==> src/rtl/alu_sequencer.sv <==
// Purpose: drives one ALU operation as LOAD_A/LOAD_B/CALC/STATUS bus phases and captures result and status.
// Latency: start accepted at edge k gives a one-cycle done after edge k+4*PHASE_CYCLES.
// Backpressure: start is taken only in IDLE; start while busy or in DONE is dropped, never queued.
module alu_sequencer #(
  parameter int PHASE_CYCLES = 3
) (
  input  logic       clk,
  input  logic       rst_n,
  input  logic       start,
  input  logic [7:0] op_a,
  input  logic [7:0] op_b,
  input  logic [4:0] func,
  input  logic       carry_in,
  output logic [7:0] alu_data_o,
  output logic [7:0] alu_ctrl_o,
  input  logic [7:0] alu_rsp_i,
  output logic       busy,
  output logic       done,
  output logic [7:0] result,
  output logic       carry_out,
  output logic [1:0] status
);

  typedef enum logic [2:0] {
    S_IDLE   = 3'd0,
    S_LOAD_A = 3'd1,
    S_LOAD_B = 3'd2,
    S_CALC   = 3'd3,
    S_STATUS = 3'd4,
    S_DONE   = 3'd5
  } state_t;

  // Phase codes carried on alu_ctrl_o[1:0]
  localparam logic [1:0] PH_LOAD_A = 2'b00;
  localparam logic [1:0] PH_LOAD_B = 2'b01;
  localparam logic [1:0] PH_CALC   = 2'b10;
  localparam logic [1:0] PH_STATUS = 2'b11;

  // Counter value on the last cycle of a phase
  localparam logic [3:0] LAST_CNT = 4'(PHASE_CYCLES - 1);

  state_t     state_q;
  state_t     state_d;
  logic [3:0] cnt_q;
  logic [3:0] cnt_d;

  // Operands frozen at acceptance so later input changes cannot reach the bus
  logic [7:0] a_q;
  logic [7:0] b_q;
  logic [4:0] func_q;
  logic       cin_q;
  logic [7:0] a_d;
  logic [7:0] b_d;
  logic [4:0] func_d;
  logic       cin_d;

  // Next values of the registered outputs
  logic [7:0] ctrl_d;
  logic [7:0] data_d;
  logic       busy_d;
  logic       done_d;
  logic [7:0] result_d;
  logic       carry_d;
  logic [1:0] status_d;

  logic accept;
  logic phase_end;
  logic in_phase;

  assign accept    = (state_q == S_IDLE) && start;
  assign phase_end = (cnt_q == LAST_CNT);
  assign in_phase  = (state_q == S_LOAD_A) || (state_q == S_LOAD_B) ||
                     (state_q == S_CALC)   || (state_q == S_STATUS);

  // State and phase counter register; reset wins over start
  always_ff @(posedge clk) begin
    if (rst_n) begin
      state_q <= S_IDLE;
      cnt_q   <= 4'd0;
    end else begin
      state_q <= state_d;
      cnt_q   <= cnt_d;
    end
  end

  // Next-state logic: each bus phase advances once its counter hits the last cycle
  always_comb begin
    state_d = state_q;
    unique case (state_q)
      S_IDLE:   if (start)     state_d = S_LOAD_A;
      S_LOAD_A: if (phase_end) state_d = S_LOAD_B;
      S_LOAD_B: if (phase_end) state_d = S_CALC;
      S_CALC:   if (phase_end) state_d = S_STATUS;
      S_STATUS: if (phase_end) state_d = S_DONE;
      S_DONE:                  state_d = S_IDLE;
      default:                 state_d = S_IDLE;
    endcase

    // Counter restarts on every state entry and only runs inside bus phases
    if (state_d != state_q) begin
      cnt_d = 4'd0;
    end else if (in_phase) begin
      cnt_d = cnt_q + 4'd1;
    end else begin
      cnt_d = 4'd0;
    end
  end

  // Output logic: bus values for the state being entered, plus the two capture points
  always_comb begin
    a_d    = a_q;
    b_d    = b_q;
    func_d = func_q;
    cin_d  = cin_q;
    if (accept) begin
      a_d    = op_a;
      b_d    = op_b;
      func_d = func;
      cin_d  = carry_in;
    end

    ctrl_d   = 8'h00;
    data_d   = 8'h00;
    busy_d   = 1'b0;
    done_d   = 1'b0;
    result_d = result;
    carry_d  = carry_out;
    status_d = status;

    unique case (state_d)
      S_LOAD_A: begin
        ctrl_d = {func_d, cin_d, PH_LOAD_A};
        data_d = a_d;
        busy_d = 1'b1;
      end
      S_LOAD_B: begin
        ctrl_d = {func_d, cin_d, PH_LOAD_B};
        data_d = b_d;
        busy_d = 1'b1;
      end
      S_CALC: begin
        ctrl_d = {func_d, cin_d, PH_CALC};
        busy_d = 1'b1;
      end
      S_STATUS: begin
        ctrl_d = {func_d, cin_d, PH_STATUS};
        busy_d = 1'b1;
      end
      S_DONE: begin
        done_d = 1'b1;
      end
      default: begin
        done_d = 1'b0;
      end
    endcase

    // The ALU response is only meaningful on the last edge of CALC and STATUS
    if ((state_q == S_CALC) && phase_end) begin
      result_d = alu_rsp_i;
    end
    if ((state_q == S_STATUS) && phase_end) begin
      carry_d  = alu_rsp_i[2];
      status_d = alu_rsp_i[1:0];
    end
  end

  // Datapath register: latched operands and every output, all cleared by reset
  always_ff @(posedge clk) begin
    if (rst_n) begin
      a_q        <= 8'h00;
      b_q        <= 8'h00;
      func_q     <= 5'h00;
      cin_q      <= 1'b0;
      alu_ctrl_o <= 8'h00;
      alu_data_o <= 8'h00;
      busy       <= 1'b0;
      done       <= 1'b0;
      result     <= 8'h00;
      carry_out  <= 1'b0;
      status     <= 2'b00;
    end else begin
      a_q        <= a_d;
      b_q        <= b_d;
      func_q     <= func_d;
      cin_q      <= cin_d;
      alu_ctrl_o <= ctrl_d;
      alu_data_o <= data_d;
      busy       <= busy_d;
      done       <= done_d;
      result     <= result_d;
      carry_out  <= carry_d;
      status     <= status_d;
    end
  end

  // Parameter range guard: the 4-bit counter and the 3-cycle minimum phase
  a_phase_range: assert property (@(posedge clk) (PHASE_CYCLES >= 3) && (PHASE_CYCLES <= 15));

  // done is a single-cycle pulse
  a_done_pulse: assert property (@(posedge clk) disable iff (rst_n) done |=> !done);

  // busy and done never overlap
  a_busy_done_excl: assert property (@(posedge clk) disable iff (rst_n) !(busy && done));

  // The counter never runs past the final phase cycle
  a_cnt_bound: assert property (@(posedge clk) disable iff (rst_n) cnt_q <= LAST_CNT);

endmodule

==> config.mk <==
export PLATFORM = sky130hd
export DESIGN_NAME = alu_sequencer
export DESIGN_NICKNAME = d
export VERILOG_FILES = /design/src/rtl/alu_sequencer.sv
export SDC_FILE = /design/constraint.sdc
export NUM_CORES = 1
export LEC_CHECK = 0
export ABC_AREA = 0
export ABC_CLOCK_PERIOD_IN_PS = 4490
export CAP_MARGIN = 30
export CORE_AREA = 2 2 69 71
export CTS_CLUSTER_SIZE = 14
export DETAILED_ROUTE_END_ITERATION = 6
export DIE_AREA = 0 0 71 73
export PLACE_DENSITY = 0.77
export SYNTH_ARGS = -nofsm -noshare
export SYNTH_HDL_FRONTEND = slang
export SYNTH_SLANG_ARGS = --single-unit
==> constraint.sdc <==
create_clock -name clk -period 4.49 [get_ports clk]
set_clock_uncertainty 0.1 [all_clocks]
set_input_delay 0.6735 -clock clk [delete_from_list [all_inputs] [get_ports clk]]
set_output_delay 0.6735 -clock clk [all_outputs]
set_load 0.005 [all_outputs]
==> results_dict.tcl <==
set metrics [dict create \
    critical_path.max_stage_delay_ns 0.76 \
    avgViaCountPerCell 4.979 \
    root_buffer "clkbuf_8" \
    max_freq_mhz 393.8 \
    min_path_type "reg -> reg" \
    syn-cell-area_sq_mm 0.002116 \
    n_fill_cell 379 \
    drc_errors 0 \
    nets 312 \
    final_common_cell "clkdlybuf4s50_1" \
    outcome "completed" \
    cp-startpoint "start" \
    numPortBuffers 61 \
    final-hold-violation-count 0 \
    htree_levels 3 \
    synthCells 216 \
    reg2reg_slack_ns 2.26 \
    synthTopCellsByArea "dfxtp_1 55%, mux2i_1 12%, nor2_1 7.3%, nand2_1 3.7%, o22a_1 3.3%" \
    holdWs_ns 0.3558 \
    power_uw 1105 \
    place_congestion 0.7241 \
    cp_max_fo 13 \
    synth_edf_count 0 \
    avgSynthCellArea_sq_um 9.795 \
    antenna_found_initial 0 \
    worst_pin_slew_ns 0.9626 \
    reg2reg_from "state_q[0]$_SDFF_PP0_" \
    layout_common_cells "60 x clkdlybuf4s50_1, 58 x dfxtp_1, 41 x nor2_1, 25 x mux2i_1, 21 x nand2_1" \
    synth-seq-cells 58 \
    die_h_um 73 \
    worstPathArrival_ns 2.62 \
    crit_end "alu_data_o[5]$_SDFF_PP0_" \
    power.internal_uw 851.3 \
    numCtsBuffers 9 \
    syn_nets 251 \
    synthArstFlopShare_pct 0 \
    cp_slowest_cell "or4b_1" \
    startpoint_type "primary input" \
    clock_path_buffers 2 \
    area_growth_pct 38.14 \
    drt_wl_total_mm 4.104 \
    fin_crit_ns 2.539 \
    grt_max_degree 50 \
    ctsResizeCount 0 \
    antenna_cells 0 \
    setup-tns-final_ns 0 \
    p_clk_share_pct 40.6 \
    ys_warn_count 0 \
    pwr-share-seq_pct 49.4 \
    grt_usage_pct 17.10 \
    p_comb_share_pct 10.0 \
    cts_tree "built" \
    cellPowerDensity_mw_per_mm2 378.1 \
    grt_pass1_wl_mm 6.713 \
    setup_viol 0 \
    worstSkewPairLatency_ns 0.33 \
    rr_worst_depth 5 \
    antenna_left 0 \
    grt_pass1_vias 1509 \
    clock_sinks 58 \
    rsz0062_at_grt "false" \
    switchingPower_uw 253.8 \
    vias 1668 \
    ir_drop_v 0.0002814 \
    critPathKind "in -> reg" \
    regArea_sq_mm 0.001161 \
    dp_hpwl_mm 2.774 \
    final_layout_size_suffix_gt1_share_pct 6.762 \
    pin_count 62 \
    num_rows 25 \
    first_pass_iters 4 \
    hold_buffers 0 \
    cp.required_ns 4.57 \
    slew_headroom_pct 34.92 \
    die_area_sq_mm 0.005183 \
    cap_violations 0 \
    fp.coreArea_sq_mm 0.004536 \
    synth_top_cell_area_share_pct 54.88 \
    leakage_uw 0.001150 \
    r2r-end "alu_data_o[5]$_SDFF_PP0_" \
    fin_crit_sh_pct 56.55 \
    drt_iter0_drc 111 \
    wl_per_cell_um 12.25 \
    ys_seq_area_share_pct 54.88 \
    grt_overflow_total 0 \
    yosysUniqueCellTypes 28 \
    cts.clk_slew.worst_paths_ns 0.06 \
    synth_top_area_cell "dfxtp_1" \
    cts_setup_buffers 0 \
    multi_input_area_sq_um 879.6 \
    synth_ff_type "dfxtp_1" \
    power_switching_share_pct 22.97 \
    slew_viol_final 0 \
    crit_chain "clkdlybuf4s50_1 > or4b_1 > buf_8 > mux2i_1 > o22a_1 > nor2_1" \
    cp-end-kind "register" \
    die_w_um 71 \
    start_util_pct 46.65 \
]
## worst max-delay path, delay by kind of cell
| family | cells | cell delay (ns) |
|---|---|---|
| mux | 1 | 0.19 |
| simple gates | 2 | 0.80 |
| buf+inv | 2 | 0.79 |
| compound gates | 1 | 0.16 |
## through the flow
step	instances	cell area, sq um	worst slack (ns)	util (%)
after floorplan	216	2116	2.508	-
after global placement	319	2725	1.516	60.08
after detailed placement	320	2740	1.600	60.41
after CTS	335	2923	1.950	64.44
after global routing	335	2923	1.859	64.44
final	335	2923	1.951	64.44
## metal layers
metal  GRT usage (%)  part of all wire, %  up-vias
met3           5.525                  6.4        9
met4           11.32                  2.6        0
met1           20.49                   46      761
li1                -                    -      849
met2           26.38                   46       49
met5               0                    0        -
## flip-flops by register name (all words and copies together) (netlist names)
signal,flops
a_q,8
alu_ctrl_o,8
alu_data_o,8
b_q,8
result,8
func_q,5
cnt_q,4
state_q,3
status,2
busy,1
carry_out,1
cin_q,1
done,1
## worst min-delay path by stage
stage               slack [ns]            startpoint  cells after the start              endpoint
floorplan                 0.33      cin_q$_SDFF_PP0_                      2      cin_q$_SDFF_PP0_
global placement          0.34  func_q[2]$_SDFF_PP0_                      2  func_q[2]$_SDFF_PP0_
detailed placement        0.35  func_q[2]$_SDFF_PP0_                      2  func_q[2]$_SDFF_PP0_
CTS                       0.36  func_q[2]$_SDFF_PP0_                      2  func_q[2]$_SDFF_PP0_
global route              0.38   cnt_q[0]$_SDFF_PP0_                      1   cnt_q[0]$_SDFF_PP0_
finish                    0.36  func_q[2]$_SDFF_PP0_                      2  func_q[2]$_SDFF_PP0_
## final cells by class
| class | instances | share of cell area, % |
|---|---|---|
| Clock inverter | 6 | 2.012 |
| Clock buffer | 9 | 4.238 |
| Inverter | 1 | 0.1284 |
| Tap cell | 54 | 2.312 |
| Timing Repair Buffer | 63 | 21.49 |
| Sequential cell | 58 | 39.73 |
| Multi-Input combinational cell | 144 | 30.09 |
## power by group through the flow
stage	clock network, uW	registers, uW	logic (uW)
finish	448	546	110
global route	480	549	121
CTS	458	547	112
detailed placement	0	558	112
global placement	0	557	108
floorplan	0	556	60.7
## cell usage after synthesis (all sizes together), types with 2 or more instances
cell type / n
xnor2: 3
clkbuf: 5
dfxtp: 58
nor4b: 2
buf: 8
o21ai: 2
nor3: 5
nand3: 4
and2: 7
nand2: 21
nor3b: 4
nor2: 41
ha: 2
mux2i: 25
o22a: 8
a21oi: 11
nor2b: 2
## cells by family after synthesis
| kind of cell | Yosys count | synth area share, % |
|---|---|---|
| AND/OR/NAND/NOR | 89 | 19.22 |
| buffers and inverters | 14 | 3.548 |
| AO/OA/AOI/OAI | 24 | 7.688 |
| flip-flops | 58 | 54.88 |
| multiplexers | 25 | 11.83 |
| XOR/XNOR | 4 | 1.656 |
| adder cells (fa/ha/maj) | 2 | 1.183 |
No activity file was read; power rests on OpenSTA's default activity.
